$ cat src/rtl/tdi_dispatch_pkg.sv
`default_nettype none
// ============================================================================
// Module      : tdi_dispatch_pkg
// Description : Shared definitions for the TDI stream dispatcher.
//               - state_t     : dispatcher FSM states (IDLE / XFER)
//               - channel-count legality bounds
//               - ch_idx_w()  : width of a channel index for a channel count
// Revision    : 1.0 - initial release
// ============================================================================
package tdi_dispatch_pkg;

    typedef enum logic [0:0] {
        IDLE = 1'b0,
        XFER = 1'b1
    } state_t;

    localparam int c_CH_NUM_MIN = 1;
    localparam int c_CH_NUM_MAX = 8;

    // A single channel still needs a 1-bit index so that ports never
    // collapse to zero width.
    function automatic int ch_idx_w(input int n);
        return (n > 1) ? $clog2(n) : 1;
    endfunction

endpackage : tdi_dispatch_pkg
`default_nettype wire

$ cat src/rtl/tdi_rr_select.sv
`default_nettype none
// ============================================================================
// Module      : tdi_rr_select
// Description : Round-robin channel picker. Grants the first requesting
//               channel strictly after last_idx, wrapping from CH_NUM-1 to 0.
//               Purely combinational.
// Ports       : req       in  CH_NUM  request mask (channel eligible)
//               last_idx  in  IDX_W   index of the previously served channel
//               grant     out CH_NUM  one-hot grant (all zero if no request)
//               grant_idx out IDX_W   index of the granted channel
// Revision    : 1.0 - initial release
// ============================================================================
module tdi_rr_select
    import tdi_dispatch_pkg::*;
#(
    parameter int CH_NUM = 2,
    parameter int IDX_W  = ch_idx_w(CH_NUM)
) (
    input  logic [CH_NUM-1:0] req,
    input  logic [IDX_W-1:0]  last_idx,
    output logic [CH_NUM-1:0] grant,
    output logic [IDX_W-1:0]  grant_idx
);

    // Two ascending passes: channels above last_idx first, then the
    // wrapped-around channels up to and including last_idx.
    always_comb begin
        grant     = '0;
        grant_idx = '0;
        for (int i = 0; i < CH_NUM; i++) begin
            if ((grant == '0) && req[i] && (i > int'(last_idx))) begin
                grant[i]  = 1'b1;
                grant_idx = IDX_W'(i);
            end
        end
        for (int i = 0; i < CH_NUM; i++) begin
            if ((grant == '0) && req[i] && (i <= int'(last_idx))) begin
                grant[i]  = 1'b1;
                grant_idx = IDX_W'(i);
            end
        end
    end

endmodule : tdi_rr_select
`default_nettype wire

$ cat src/rtl/tdi_stream_dispatch.sv
`default_nettype none
// ============================================================================
// Module      : tdi_stream_dispatch
// Description : Dispatches a TDI AXI-Stream to CH_NUM RDMA output channels,
//               either broadcasting every packet to all enabled channels or
//               distributing whole packets round-robin. Data and tlast are
//               fanned out with zero latency; a beat completes only when
//               every targeted channel accepts it in the same cycle.
// Ports       : clk, rst_n            clock, asynchronous active-low reset
//               s_axis_*              source stream (tdata/tvalid/tlast/tready)
//               m_axis_*              per-channel output streams
//               ch_enable             per-channel write-enable mask
//               ch_prog_full          per-channel downstream almost-full
//               bcast_mode            1 = broadcast, 0 = round-robin
//               busy                  high while a packet is in flight
//               pkt_cnt, stall_cnt    statistics (TDI_DISPATCH_STAT_EN only)
// Config      : TDI_DISPATCH_STAT_EN  adds per-channel packet counters and a
//                                     saturating source-stall counter.
// Revision    : 1.0 - initial release
// ============================================================================
module tdi_stream_dispatch
    import tdi_dispatch_pkg::*;
#(
    parameter int DATA_W = 512,
    parameter int CH_NUM = 2,
    parameter int CNT_W  = 32
) (
    input  logic                     clk,
    input  logic                     rst_n,
    input  logic [DATA_W-1:0]        s_axis_tdata,
    input  logic                     s_axis_tvalid,
    input  logic                     s_axis_tlast,
    output logic                     s_axis_tready,
    output logic [CH_NUM*DATA_W-1:0] m_axis_tdata,
    output logic [CH_NUM-1:0]        m_axis_tvalid,
    output logic [CH_NUM-1:0]        m_axis_tlast,
    input  logic [CH_NUM-1:0]        m_axis_tready,
    input  logic [CH_NUM-1:0]        ch_enable,
    input  logic [CH_NUM-1:0]        ch_prog_full,
    input  logic                     bcast_mode,
    output logic                     busy
`ifdef TDI_DISPATCH_STAT_EN
    ,
    output logic [CH_NUM*CNT_W-1:0]  pkt_cnt,
    output logic [CNT_W-1:0]         stall_cnt
`endif
);

    localparam int IDX_W = ch_idx_w(CH_NUM);

    if ((CH_NUM < c_CH_NUM_MIN) || (CH_NUM > c_CH_NUM_MAX)) begin : g_ch_num_check
        $error("tdi_stream_dispatch: CH_NUM outside legal range 1..8");
    end

    state_t             r_state;
    state_t             w_state_next;
    logic [CH_NUM-1:0]  r_target;
    logic [CH_NUM-1:0]  w_target_next;
    logic               r_rr_pkt;
    logic               w_rr_pkt_next;
    logic [IDX_W-1:0]   r_target_idx;
    logic [IDX_W-1:0]   w_target_idx_next;
    logic [IDX_W-1:0]   r_last_ch;

    logic [CH_NUM-1:0]  w_avail;
    logic [CH_NUM-1:0]  w_rr_grant;
    logic [IDX_W-1:0]   w_rr_idx;
    logic [CH_NUM-1:0]  w_tgt_rdy;
    logic               w_xfer;
    logic               w_all_rdy;
    logic               w_beat_done;
    logic               w_pkt_done;

    // A channel can take a new packet only when enabled and not almost full.
    assign w_avail = ch_enable & ~ch_prog_full;

    tdi_rr_select #(
        .CH_NUM (CH_NUM),
        .IDX_W  (IDX_W)
    ) u_rr_select (
        .req       (w_avail),
        .last_idx  (r_last_ch),
        .grant     (w_rr_grant),
        .grant_idx (w_rr_idx)
    );

    // Non-targeted channels are treated as always ready so the AND-reduction
    // only looks at the latched target set.
    assign w_xfer        = (r_state == XFER);
    assign w_tgt_rdy     = m_axis_tready | ~r_target;
    assign w_all_rdy     = &w_tgt_rdy;
    assign w_beat_done   = w_xfer & s_axis_tvalid & w_all_rdy;
    assign w_pkt_done    = w_beat_done & s_axis_tlast;
    assign s_axis_tready = w_xfer & w_all_rdy;
    assign busy          = w_xfer;

    for (genvar i = 0; i < CH_NUM; i++) begin : g_ch
        // Own ready is excluded so tvalid never depends on this channel's
        // tready (avoids a combinational valid/ready loop downstream).
        localparam logic [CH_NUM-1:0] c_SELF = CH_NUM'(1) << i;
        assign m_axis_tvalid[i] = w_xfer & s_axis_tvalid & r_target[i] & (&(w_tgt_rdy | c_SELF));
        assign m_axis_tdata[i*DATA_W +: DATA_W] = s_axis_tdata;
        assign m_axis_tlast[i]  = s_axis_tlast;
    end

    always_comb begin
        w_state_next      = r_state;
        w_target_next     = r_target;
        w_rr_pkt_next     = r_rr_pkt;
        w_target_idx_next = r_target_idx;
        case (r_state)
            IDLE: begin
                if (s_axis_tvalid) begin
                    if (bcast_mode) begin
                        // Broadcast waits until every enabled channel has room.
                        if ((ch_enable != '0) && (w_avail == ch_enable)) begin
                            w_state_next  = XFER;
                            w_target_next = ch_enable;
                            w_rr_pkt_next = 1'b0;
                        end
                    end else if (w_rr_grant != '0) begin
                        w_state_next      = XFER;
                        w_target_next     = w_rr_grant;
                        w_rr_pkt_next     = 1'b1;
                        w_target_idx_next = w_rr_idx;
                    end
                end
            end
            XFER: begin
                if (w_pkt_done) begin
                    w_state_next = IDLE;
                end
            end
            default: w_state_next = IDLE;
        endcase
    end

    always_ff @(posedge clk or negedge rst_n) begin
        if (!rst_n) begin
            r_state      <= IDLE;
            r_target     <= '0;
            r_rr_pkt     <= 1'b0;
            r_target_idx <= '0;
            r_last_ch    <= IDX_W'(CH_NUM - 1);
        end else begin
            r_state      <= w_state_next;
            r_target     <= w_target_next;
            r_rr_pkt     <= w_rr_pkt_next;
            r_target_idx <= w_target_idx_next;
            // Only round-robin packets advance the rotation pointer.
            if (w_pkt_done && r_rr_pkt) begin
                r_last_ch <= r_target_idx;
            end
        end
    end

`ifdef TDI_DISPATCH_STAT_EN
    for (genvar i = 0; i < CH_NUM; i++) begin : g_pkt_cnt
        logic [CNT_W-1:0] r_cnt;
        always_ff @(posedge clk or negedge rst_n) begin
            if (!rst_n) begin
                r_cnt <= '0;
            end else if (w_pkt_done && r_target[i]) begin
                r_cnt <= r_cnt + CNT_W'(1);
            end
        end
        assign pkt_cnt[i*CNT_W +: CNT_W] = r_cnt;
    end

    logic [CNT_W-1:0] r_stall_cnt;
    always_ff @(posedge clk or negedge rst_n) begin
        if (!rst_n) begin
            r_stall_cnt <= '0;
        end else if (w_xfer && s_axis_tvalid && !s_axis_tready && (r_stall_cnt != '1)) begin
            r_stall_cnt <= r_stall_cnt + CNT_W'(1);
        end
    end
    assign stall_cnt = r_stall_cnt;
`endif

endmodule : tdi_stream_dispatch
`default_nettype wire

$ cat config.mk
export PLATFORM = sky130hd
export DESIGN_NAME = tdi_stream_dispatch
export DESIGN_NICKNAME = d
export VERILOG_FILES = /design/src/rtl/tdi_dispatch_pkg.sv /design/src/rtl/tdi_rr_select.sv /design/src/rtl/tdi_stream_dispatch.sv
export SDC_FILE = /design/constraint.sdc
export NUM_CORES = 1
export LEC_CHECK = 0
export CORE_AREA = 10 10 601 603
export DETAILED_ROUTE_END_ITERATION = 12
export DIE_AREA = 0 0 611 613
export HOLD_SLACK_MARGIN = 0.03
export PLACE_DENSITY = 0.3
export SETUP_SLACK_MARGIN = 0.1
export SLEW_MARGIN = 20
export SYNTH_ARGS = -nofsm -noshare
export SYNTH_HDL_FRONTEND = slang
export SYNTH_SLANG_ARGS = --single-unit
$ cat constraint.sdc
create_clock -name clk -period 2.1 [get_ports clk]
set_input_delay 0.315 -clock clk [delete_from_list [all_inputs] [get_ports clk]]
set_output_delay 0.315 -clock clk [all_outputs]
set_load 0.005 [all_outputs]
== After elaboration in Yosys (flattened, before gate mapping) ==
Index checks and enable logic that the tools add are counted.
Storage, ports and cells
  word-level logic and storage cells: 54
  register bits: 6
  input port bits: 523
Operators by class
  $lt $le $gt $ge: 2
  mux-type cells: 17
  equality and inequality tests: 2
  reduce and logical (&&, ||, !) cells: 13
  bitwise gates (word level): 15
Operators by type and width (number)
  2-to-1 mux 1 bit: 13
  AND 1 bit: 8
  AND reduction 4 bit: 2
  logical AND 1 bit: 6
  2-to-1 mux 2 bit: 3
  nonzero test 2 bit: 3
  NOT 2 bit: 2
  NOT 1 bit: 3
  AND 2 bit: 1
  equality test 2 bit: 1
  zero test 2 bit: 1
  != test 2 x 1 -> 1 bit (second input constant): 1
  OR 2 bit: 1
  one-hot mux 1 bit (2 select lines): 1
  AND reduction 2 bit: 1
  greater-than comparator 1 bit (first input constant): 1
  <= comparator 1 bit (first input constant): 1

== Longest topological paths before layout ==
  depth after elaboration: 16
  mapped depth: 4
  mapped depth without buffers: 4

== By module ==
Synthesis repeated with hierarchy kept, for this count alone.
Unflattened totals
  cell total of the unflattened synthesis: 1065
  area, all modules: 8074.0 um^2
By module, submodules not included
  tdi_stream_dispatch: seq. area each 151.4 um^2, cells each 1061, instances 1, area each 8047.7 um^2
  tdi_rr_select: seq. area each 0.0 um^2, cells each 4, instances 1, area each 26.3 um^2

== Least setup slack after synthesis ==
OpenSTA, ideal clock, no wires.
  path type: reg2reg
  start: register r_state (netlist: busy)
  end: register r_target[0]
  data arrival time: 1.106 ns
  required time: 1.972 ns
  slack: 0.867 ns
  clock period less this slack: 1.233 ns
  library setup time: 0.128 ns
  cell stages (with the launch flop): 4
  cell sequence: dfrtp_1 > nand2b_1 > o21bai_2 > mux2_1
Between the ends
  longest elaborated chain between the ends: 2
RTL lines
  start: declaration: line tdi_stream_dispatch.sv:55  | state_t r_state;
  start signal: assignment: line tdi_stream_dispatch.sv:146  | r_state <= w_state_next;
  NOT 1 bit (no line)
  AND reduction 4 bit (no line)
  end signal: assignment: line tdi_stream_dispatch.sv:147  | r_target <= w_target_next;
  end: declaration: line tdi_stream_dispatch.sv:57  | logic [CH_NUM-1:0] r_target;
No other way between the ends.
A chain may end at the register's enable or synchronous reset.

== Worst setup path in the final report ==
  start: input port m_axis_tready[1]
  end: output port m_axis_tvalid[0]
Between the ends
  longest elaborated chain between the ends: 2
RTL lines
  start: declaration: line tdi_stream_dispatch.sv:37  | input logic [CH_NUM-1:0] m_axis_tready,
  OR 2 bit: line tdi_stream_dispatch.sv:90  | assign w_tgt_rdy = m_axis_tready | ~r_target;
  AND 1 bit: line tdi_stream_dispatch.sv:101  | assign m_axis_tvalid[i] = w_xfer & s_axis_tvalid & r_target[i] & (&(w_tgt_rdy | c_SELF));
  end: declaration: line tdi_stream_dispatch.sv:35  | output logic [CH_NUM-1:0] m_axis_tvalid,
No other way between the ends.

==> flow_metrics.env <==
export IMPL_run_status="complete, no violations"
export IMPL_place_ws_ns=0.0388
export IMPL_pwr_share_seq_pct=27.8
export IMPL_cell_breakdown_of_the_critical_path="clkdlybuf4s50_1 -> inv_1 -> a21oi_1 -> clkdlybuf4s50_1"
export IMPL_yosys_warnings=0
export IMPL_fp_dieH_um=613
export IMPL_cp_max_delay_cell="clkdlybuf4s50_1"
export IMPL_tritoncts="done"
export IMPL_die_area_um2=375000
export IMPL_syn_instance_count=1070
export IMPL_grt_busiest_layer="met3"
export IMPL_first_pass_iters=4
export IMPL_placement_rows=217
export IMPL_worst_path_dominant_cell_family="buffers and inverters"
export IMPL_die_x_um=611
export IMPL_grt_overflow_total=0
export IMPL_setup_worst_path_class="in2out"
export IMPL_grt_util_met3_pct=27.5
export IMPL_yosys_register_bits=6
export IMPL_grt_total_usage_pct=13.4
export IMPL_first_iter_violations=214
export IMPL_crit_path_end_kind="primary output"
export IMPL_fillers=41900
export IMPL_ys_top_cells_by_area="buf_4 (95%), dfrtp_1 (1.5%), dfstp_2 (0.32%)"
export IMPL_drive_above_1_share_pct=22.7
export IMPL_depth_of_the_most_critical_reg_to_reg_path=4
export IMPL_number_of_flops_mapped_to_enable_cells_by_yosys=0
export IMPL_finish_utilization_pct=1.84
export IMPL_netlist_top_cells_count="buf_4 (1026), a21oi_1 (5), dfrtp_1 (5), inv_1 (4)"
export IMPL_critPathCapture="m_axis_tvalid[0]"
export IMPL_most_used_dff_post_synth="dfrtp_1"
export IMPL_maxCapViolations=0
export IMPL_cp_num_cells=4
export IMPL_r2r_start="busy$_DFF_PN0_"
export IMPL_place_inst=4661
export IMPL_h_tree_depth=1
export IMPL_final_net_count=590
export IMPL_tritoncts_num_buffers=3
export IMPL_whs_ns=0.403
export IMPL_reg2reg_to="r_target[0]$_DFFE_PN0P_"
export IMPL_timing_max_slew_rel_slack_pct=66.2
export IMPL_synthMostInstantiatedCell="buf_4"
export IMPL_area_growth_pct=-20.7
export IMPL_timing_critical_path_required_ns=1.78
export IMPL_synth_cell_types=25
export IMPL_cp_arrival_ns=1.56
export IMPL_global_route_wire_length_before_repair_um=272000
export IMPL_cts_sink_count=6
export IMPL_vias_per_cell=0.642
export IMPL_timing_fmax_ghz=0.533
export IMPL_gpl_congestion=0.609
export IMPL_clock_tree_root_cell="clkbuf_16"
export IMPL_timing_final_crit_period_ns=1.88
export IMPL_setup_reg_to_reg_worst_slack_ns=0.58
export IMPL_drt_drc_violations_left=0
export IMPL_cts_path_max_buffers=2
export IMPL_finalCritPeriodShare_pct=89.3
export IMPL_starting_density_of_the_core_pct=2.32
export IMPL_instances_no_fill=4667
export IMPL_synth_top_area_share_pct=95.1
export IMPL_routed_vias=2994
export IMPL_post_synth_instance_area_um2=8100
export IMPL_timing_critical_path_slowest_cell_delay_ns=0.53
export IMPL_setup_total_neg_slack_ns=0
export IMPL_design_portCount=1553
export IMPL_final_hold_viol_count=0
export IMPL_global_route_usage_met2_pct=22.5
export IMPL_finalWirelength_um=263000
export IMPL_met1_usage_pct=1.90
export IMPL_final_setup_violations=0
export IMPL_async_flop_share_pct=100
export IMPL_timing_worst_slew_pin_value_ns=0.505
export IMPL_power_density_cell_area_nw_per_um2=150
export IMPL_synth_net_count=1593
export IMPL_setup_worst_path_start_class="input pin"
export IMPL_critPathMaxFanout=2
export IMPL_finalMaxSlewViolations=0
export IMPL_finClkSkew_ns=0.00121
export IMPL_first_global_vias=2751
export IMPL_synth_seq_area_share_pct=1.87
export IMPL_buffer_ports_inserted=16
export IMPL_switching_share_pct=36.9
export IMPL_peak_ir_drop_on_the_vdd_network_v=0.000214
export IMPL_drtAntennaViolNets=0
export IMPL_wl_per_cell_um=56.4
export IMPL_area_inside_the_core_boundary_um2=349000
export IMPL_min_delay_path_class="in2async"
export IMPL_synth_largest_area_cell="buf_4"
export IMPL_grt_max_degree=9
export IMPL_clk_pin_slew_ns=0.04
export IMPL_crit_start="m_axis_tready[1]"
export IMPL_p_leak_nw=0.294
export IMPL_mean_area_per_synthesized_cell_um2=7.57
export IMPL_share_clk_of_total_power_pct=33.7
export IMPL_grt_antenna_before_repair=9
export IMPL_setup_slack_ns=0.225
export IMPL_internal_power_uw=606
export IMPL_worst_path_most_repeated_cell="clkdlybuf4s50_1"
export IMPL_pwr_share_comb_pct=38.5
export IMPL_clock_insertion_delay_worst_skew_ns=0.26
export IMPL_switchingPower_uw=354
export IMPL_grt_setup_unrepaired="false"
export IMPL_critical_path_buf_inv_count=3
==> layer usage <==
| layer | wire [um] | vias up |
|---|---|---|
| met5 | 1850 | - |
| met4 | 9010 | 42 |
| met3 | 114000 | 205 |
| met2 | 125000 | 1901 |
| met1 | 13100 | 643 |
| li1 | - | 203 |
==> worst min path at each step <==
stage                                   startpoint                        to  depth (start not counted)
final                                        rst_n   r_target[0]$_DFFE_PN0P_                          1
after global routing                         rst_n   r_target[0]$_DFFE_PN0P_                          1
after CTS                                    rst_n   r_target[0]$_DFFE_PN0P_                          1
after detailed placement  r_target_idx$_DFFE_PN0P_  r_target_idx$_DFFE_PN0P_                          1
after global placement    r_target_idx$_DFFE_PN0P_  r_target_idx$_DFFE_PN0P_                          1
after floorplan                              rst_n            busy$_DFF_PN0_                          0
==> layout make-up <==
class | instances | area (um^2) | area share (%)
antenna | 2 | 5.00 | 0.0780
clock buffer | 4 | 78.8 | 1.23
inverter | 4 | 15.0 | 0.234
multi-input combinational | 33 | 225 | 3.51
sequential | 6 | 151 | 2.36
tap | 4599 | 5750 | 89.6
timing repair buffer | 19 | 189 | 2.94
==> metrics by stage <==
step	total power, mW	instance area [um^2]
floorplan	1.92	8100
global placement	0.669	6340
detailed placement	0.666	6340
CTS	0.997	6410
global route	1.02	6420
finish	0.961	6420
==> registers in the layout, summed over array words and instances (netlist names) <==
name and cells:
r_target_idx 1, r_rr_pkt 1, busy 1, r_last_ch 1, r_target 2
==> cells by family (layout without fill, tap and decap cells) <==
kind of cell           after synthesis  in the layout  share of synthesized area [%]
buffers and inverters             1031             27                           95.3
AO/OA/AOI/OAI                       15             15                           1.28
AND/OR/NAND/NOR                     15             15                           1.08
flip-flops                           6              6                           1.87
multiplexers                         3              3                          0.417
other                                0              2                              0
==> placed cells by master, fill, tap and decap left out <==
cell,synthesis,final
clkbuf_1,0,1
buf_12,0,1
dfrtp_1,5,5
o21ai_0,3,3
mux2_2,1,1
o21bai_2,1,1
mux2_1,2,2
or2b_1,1,1
nor2_1,2,2
nand2b_2,2,2
and2_1,1,1
a31oi_1,2,2
a21oi_1,5,5
clkdlybuf4s50_1,0,13
nand3_1,3,3
nor2b_1,1,1
o311a_1,1,1
o22a_2,1,1
dfstp_2,1,1
nor3_1,1,1
a31oi_2,1,1
dlygate4sd2_1,0,1
nand2_1,1,1
buf_4,1026,4
diode_2,0,2
inv_1,4,4
clkbuf_16,0,3
nand2b_1,1,1
and3_1,2,2
o21a_1,1,1
==> power groups by stage <==
stage               clock, mW  combinational (mW)  sequential [mW]
finish                  0.324               0.370            0.267
global placement            0               0.384            0.285
floorplan                   0                1.70            0.218
global route            0.337               0.401            0.278
CTS                     0.330               0.387            0.280
detailed placement          0               0.383            0.283
==> timing repair <==
item | in CTS | in global routing
hold buffers | 0 | 0
setup endpoints to repair | 2 | 0
setup buffers | 0 | 0
resized for setup | 1 | 0
No activity file was read; power rests on OpenSTA's default activity.
